$ cat config.mk
export PLATFORM = sky130hd
export DESIGN_NAME = game_controller
export DESIGN_NICKNAME = d
export VERILOG_FILES = /design/src/rtl/game_controller.sv
export SDC_FILE = /design/constraint.sdc
export NUM_CORES = 1
export LEC_CHECK = 0
export ABC_AREA = 1
export ABC_CLOCK_PERIOD_IN_PS = 1800
export BUFFER_PORTS_ARGS = -buffer_cell sky130_fd_sc_hd__buf_4
export CORE_MARGIN = 3
export CORE_UTILIZATION = 45
export CTS_BUF_LIST = sky130_fd_sc_hd__clkbuf_16
export DETAILED_ROUTE_END_ITERATION = 10
export GPL_TIMING_DRIVEN = 0
export PLACE_DENSITY = 0.8
export SYNTH_ARGS = -nofsm -noshare
export SYNTH_HDL_FRONTEND = slang
export SYNTH_SLANG_ARGS = --single-unit
$ cat constraint.sdc
create_clock -name clk_36MHz -period 1.8 [get_ports clk_36MHz]
set_input_delay 0.27 -clock clk_36MHz [delete_from_list [all_inputs] [get_ports clk_36MHz]]
set_output_delay 0.27 -clock clk_36MHz [all_outputs]
set_load 0.01 [all_outputs]
$ cat src/rtl/game_controller.sv
// Frame-paced game phase sequencer: attract, playing, paused, level-clear and
// game-over, driving the enable/clear/score/level controls for the play field.
module game_controller #(
  parameter int unsigned CLEAR_FRAMES = 120,
  parameter int unsigned OVER_FRAMES  = 180,
  parameter int unsigned INVADE_LINE  = 11
) (
  input  logic        clk_36MHz,
  input  logic        reset,
  input  logic        frame_tick,
  input  logic        start_debounced,
  input  logic [19:0] invaders_array,
  input  logic [3:0]  invaders_line,
  output logic [2:0]  gameplay,
  output logic        enable,
  output logic        clear,
  output logic        clear_score,
  output logic        level,
  output logic [3:0]  wave
);

  typedef enum logic [2:0] {
    ATTRACT     = 3'd0,
    PLAYING     = 3'd1,
    LEVEL_CLEAR = 3'd2,
    GAME_OVER   = 3'd3,
    PAUSED      = 3'd4
  } state_e;

  localparam logic [8:0] CLEAR_LAST = 9'(CLEAR_FRAMES);
  localparam logic [8:0] OVER_LAST  = 9'(OVER_FRAMES);
  localparam logic [4:0] LINE_LIM   = 5'(INVADE_LINE);

  state_e      state_q, state_d;
  logic [7:0]  cnt_q, cnt_d;
  logic        armed_q, armed_d;
  logic        enable_q, enable_d;
  logic        clear_q, clear_d;
  logic        clear_score_q, clear_score_d;
  logic        level_q, level_d;
  logic [3:0]  wave_q, wave_d;
  logic [8:0]  cnt_inc;
  logic        breach;

  assign cnt_inc = {1'b0, cnt_q} + 9'd1;
  assign breach  = ({1'b0, invaders_line} >= LINE_LIM);

  always_comb begin
    state_d       = state_q;
    cnt_d         = cnt_q;
    armed_d       = armed_q;
    clear_d       = 1'b0;
    clear_score_d = 1'b0;
    level_d       = level_q;
    wave_d        = wave_q;

    if (frame_tick) cnt_d = cnt_inc[7:0];

    unique case (state_q)
      ATTRACT: begin
        cnt_d = '0;
        if (start_debounced) begin
          state_d       = PLAYING;
          clear_d       = 1'b1;
          clear_score_d = 1'b1;
          wave_d        = '0;
          level_d       = 1'b0;
          armed_d       = 1'b0;
        end
      end
      PLAYING: begin
        if (frame_tick) armed_d = 1'b1;
        // Inputs are only trusted once the invaders have reloaded (first tick).
        if (armed_q) begin
          if (invaders_array == '0)  state_d = LEVEL_CLEAR;
          else if (breach)           state_d = GAME_OVER;
          else if (start_debounced)  state_d = PAUSED;
        end
      end
      PAUSED: begin
        if (start_debounced) state_d = PLAYING;
      end
      LEVEL_CLEAR: begin
        if (frame_tick && cnt_inc == CLEAR_LAST) begin
          state_d = PLAYING;
          clear_d = 1'b1;
          armed_d = 1'b0;
          level_d = 1'b1;
          if (wave_q != 4'd15) wave_d = wave_q + 4'd1;
        end
      end
      GAME_OVER: begin
        if (frame_tick && cnt_inc == OVER_LAST) state_d = ATTRACT;
      end
      default: state_d = ATTRACT;
    endcase

    // A tick coinciding with a transition belongs to the state being left.
    if (state_d != state_q) cnt_d = '0;
  end

  assign enable_d = (state_d == PLAYING);

  always_ff @(posedge clk_36MHz) begin
    if (reset) begin
      state_q       <= ATTRACT;
      cnt_q         <= '0;
      armed_q       <= 1'b0;
      enable_q      <= 1'b0;
      clear_q       <= 1'b0;
      clear_score_q <= 1'b0;
      level_q       <= 1'b0;
      wave_q        <= '0;
    end else begin
      state_q       <= state_d;
      cnt_q         <= cnt_d;
      armed_q       <= armed_d;
      enable_q      <= enable_d;
      clear_q       <= clear_d;
      clear_score_q <= clear_score_d;
      level_q       <= level_d;
      wave_q        <= wave_d;
    end
  end

  // The phase register doubles as the externally visible phase code.
  assign gameplay    = state_q;
  assign enable      = enable_q;
  assign clear       = clear_q;
  assign clear_score = clear_score_q;
  assign level       = level_q;
  assign wave        = wave_q;

endmodule

==> flow_summary.yaml <==
sta:
  worst_slew_pin_slew_ps: 443
  fin_worst_hold_slack_ps: 218
  clock-skew-final_ps: 7.16
  hold_viol: 0
  rsz_0062_raised_after_global_routing: "yes"
  final.setup.worst_slack_ps: 92.7
  final.min_clock_period_ps: 1710
  finalSetupTns_ps: 0
  period_share: 0.949
  maxSlewHeadroom: 0.705
  timing.final.setup_violations: 0
  final-max-slew-violation-count: 0
  fmaxAchievable_ghz: 0.586
route:
  routed-via-count: 1393
  drc_errors: 0
  detail_route.iter0.violations: 49
  totalWireLength_um: 3240
  first_pass_iters: 4
  post_drt_wl_per_cell_um: 12.0
  postRouteAntennaNets: 0
  viasPerCell: 5.16
global_route:
  grt_first_pass_wirelength_um: 5400
  grt_pass1_vias: 1283
  grt_max_degree: 13
  antenna_found_initial: 0
  grt_remaining_overflow: 0
  grt.total_usage: 0.197
finish:
  layout-drive-gt1-share: 0.338
  final_nets: 272
  antenna_cells_inserted: 0
  post_layout_nonfiller_instances: 270
  syn2layout_area_growth_pct: 42.2
logic_synthesis:
  ys_warn_count: 0
  synth_cell_types: 26
  ys_seq_area_frac: 0.315
  synth.net_count: 224
  syn_avg_cell_area_um2: 6.59
  synthDominantCellAreaShare: 0.315
  mapped_cells: 193
  synth_top_cell_by_area: "sky130_fd_sc_hd__dfxtp_1"
  mappedNetlistArea_um2: 1270
  ys_seq_elements: 20
  ys_top_cells_by_area: "sky130_fd_sc_hd__dfxtp_1, sky130_fd_sc_hd__nand2_1, sky130_fd_sc_hd__inv_1"
power:
  net-switching-power_w: 0.000288
  power_frac_seq: 0.374
  irDropWorstVdd_v: 0.000483
  clock_network_power_share: 0.478
  power.static_leakage_nw: 0.832
  comb_power_share: 0.149
  power.switching_fraction: 0.225
  internal-power_w: 0.000993
  powerDensity_nw_per_um2: 709
placed_design:
  io_buffer_count: 38
  globalplace.congestion: 0.810
  post-dp-hpwl_um: 2240
  pre_cts_slack_ps: -70.1
  placedCellCount: 261
worst_setup_path:
  end_kind: "flop"
  worst_ep_required_time_ps: 1930
  critical-path-top-cell-by-count: "sky130_fd_sc_hd__nand2_1"
  crit_slowest_cell: "sky130_fd_sc_hd__dfxtp_4"
  crit_path_largest_cell_delay_ps: 390
  critical_path.cell_chain: "ha_4 > nand3_2 > o21ai_1 > nand2_1 > nor2_2 > nand3_2 > nand2_4 > nand2_4 > nor2_2 > nand2_1 > nand2_1 > nor2_1"
  cp_data_arrival_time_ps: 1840
  setup.worst_path.start_class: "flop"
  worst-setup-path-type: "reg -> reg"
  critPathMaxFanout: 6
clock_network:
  cts_buffers: 3
  clock_transition_at_the_register_clock_pins_on_the_worst_setup_and_hold_paths_after_cts_ps: 60
  cts_buffer_depth: 2
  tritoncts: "built"
  clk_latency_ps: 250
  clk_root_buffer_cell: "sky130_fd_sc_hd__clkbuf_16"
  ctsHtreeMaxLevel: 1
  clock_sinks: 20
floorplanning:
  dieWidth_um: 59.2
  core.rowCount: 18
  die_h_um: 59.2
  dieArea_um2: 3500
  initial_utilization: 0.491
  floorplan.io_pins: 39
  placeable_core_region_um2: 2590
min_path:
  worstHoldPathType: "in -> reg"
job:
  max-cap-violations: 0
outcome:
  status: "finished, final reports clean"
[layout by cell type (no fill, tap or decap), drive strengths merged]
cell type,netlist,routed
ha,3,3
o21ai,14,14
nand3,20,20
a31oi,1,1
a22oi,1,1
a21oi,8,8
xnor2,1,1
inv,27,27
nand4,8,8
nand2,46,46
bufinv,0,1
buf,0,43
nor3,3,3
mux2i,1,1
o21bai,3,3
dfxtp,20,20
nor3b,1,1
clkbuf,1,4
nor2,35,35
[power groups by stage]
| stage | combinational, W | sequential (W) | clock (W) |
|---|---|---|---|
| finish | 0.000191 | 0.000479 | 0.000612 |
| detailed placement | 0.000182 | 0.000488 | 0 |
| global route | 0.000214 | 0.000481 | 0.000631 |
| CTS | 0.000185 | 0.000479 | 0.000620 |
| floorplan | 0.0000968 | 0.000490 | 0 |
| global placement | 0.000179 | 0.000487 | 0 |
[synthesized netlist by cell type, drive strengths merged]
| library cell | count |
|---|---|
| o21ai | 14 |
| mux2i | 1 |
| nor3 | 3 |
| a31oi | 1 |
| nand4 | 8 |
| nor3b | 1 |
| o21bai | 3 |
| a22oi | 1 |
| nand2 | 46 |
| nor2 | 35 |
| ha | 3 |
| xnor2 | 1 |
| dfxtp | 20 |
| inv | 27 |
| clkbuf | 1 |
| a21oi | 8 |
| nand3 | 20 |
[path summary, 6_finish.rpt]
kind	start	to	slack, ps	cells past startpoint
setup reg to reg	cnt_q[0]	wave[3]	90	12
setup / recovery	cnt_q[0]	wave[3]	90	12
hold / removal	reset	clear	220	2
hold reg to reg	level	level	460	2
[flip-flops by register name (all words and copies together), names as in the netlist]
| signal | count |
|---|---|
| armed_q | 1 |
| cnt_q | 8 |
| level | 1 |
| wave | 4 |
| gameplay | 3 |
| clear | 1 |
| clear_score | 1 |
| enable | 1 |
[timing repair]
action,4_1_cts,5_1_grt
gates resized for setup,4,16
setup buffers,0,5
hold buffers,0,0
setup endpoints to repair,12,16
pin swaps,0,7
[metal layers]
layer,GRT usage,part of all wire,up-vias
li1,-,-,721
met1,0.251,0.45,618
met2,0.323,0.49,48
met3,0.0327,0.052,6
met4,0.0939,0.012,0
met5,0,0,-
[through the flow]
step / total power [W] / area, um^2 / utilization
global route: 0.00133 / 1810 / 0.698
floorplan: 0.000586 / 1270 / -
detailed placement: 0.000670 / 1590 / 0.615
global placement: 0.000666 / 1590 / 0.615
finish: 0.00128 / 1810 / 0.698
CTS: 0.00128 / 1710 / 0.659
[final cells by class]
| type | instances | area (um^2) |
|---|---|---|
| multi-input cells | 145 | 828 |
| clock buffers | 3 | 75.1 |
| clock inverters | 1 | 30.0 |
| well taps | 30 | 37.5 |
| repair buffers | 43 | 323 |
| flip-flops and latches | 20 | 409 |
| fillers | 200 | 782 |
| inverters | 27 | 101 |
| plain buffers | 1 | 3.75 |
[worst max-delay path: cells and delay by family, from the launching register on]
| kind | cells | cell delay [ps] |
|---|---|---|
| adder cells (fa/ha/maj) | 1 | 170 |
| AO/OA/AOI/OAI | 1 | 140 |
| AND/OR/NAND/NOR | 10 | 890 |
| flip-flops | 1 | 390 |
[cell families (layout without fill, tap and decap cells)]
logic type	count (synthesis)	count (layout)	synth area share
buffers and inverters	28	75	0.0827
adder cells (fa/ha/maj)	3	3	0.0295
XOR/XNOR	1	1	0.00689
flip-flops	20	20	0.315
AND/OR/NAND/NOR	113	113	0.437
multiplexers	1	1	0.00787
AO/OA/AOI/OAI	27	27	0.121
Note: power is estimated with default switching activity, not from simulation.
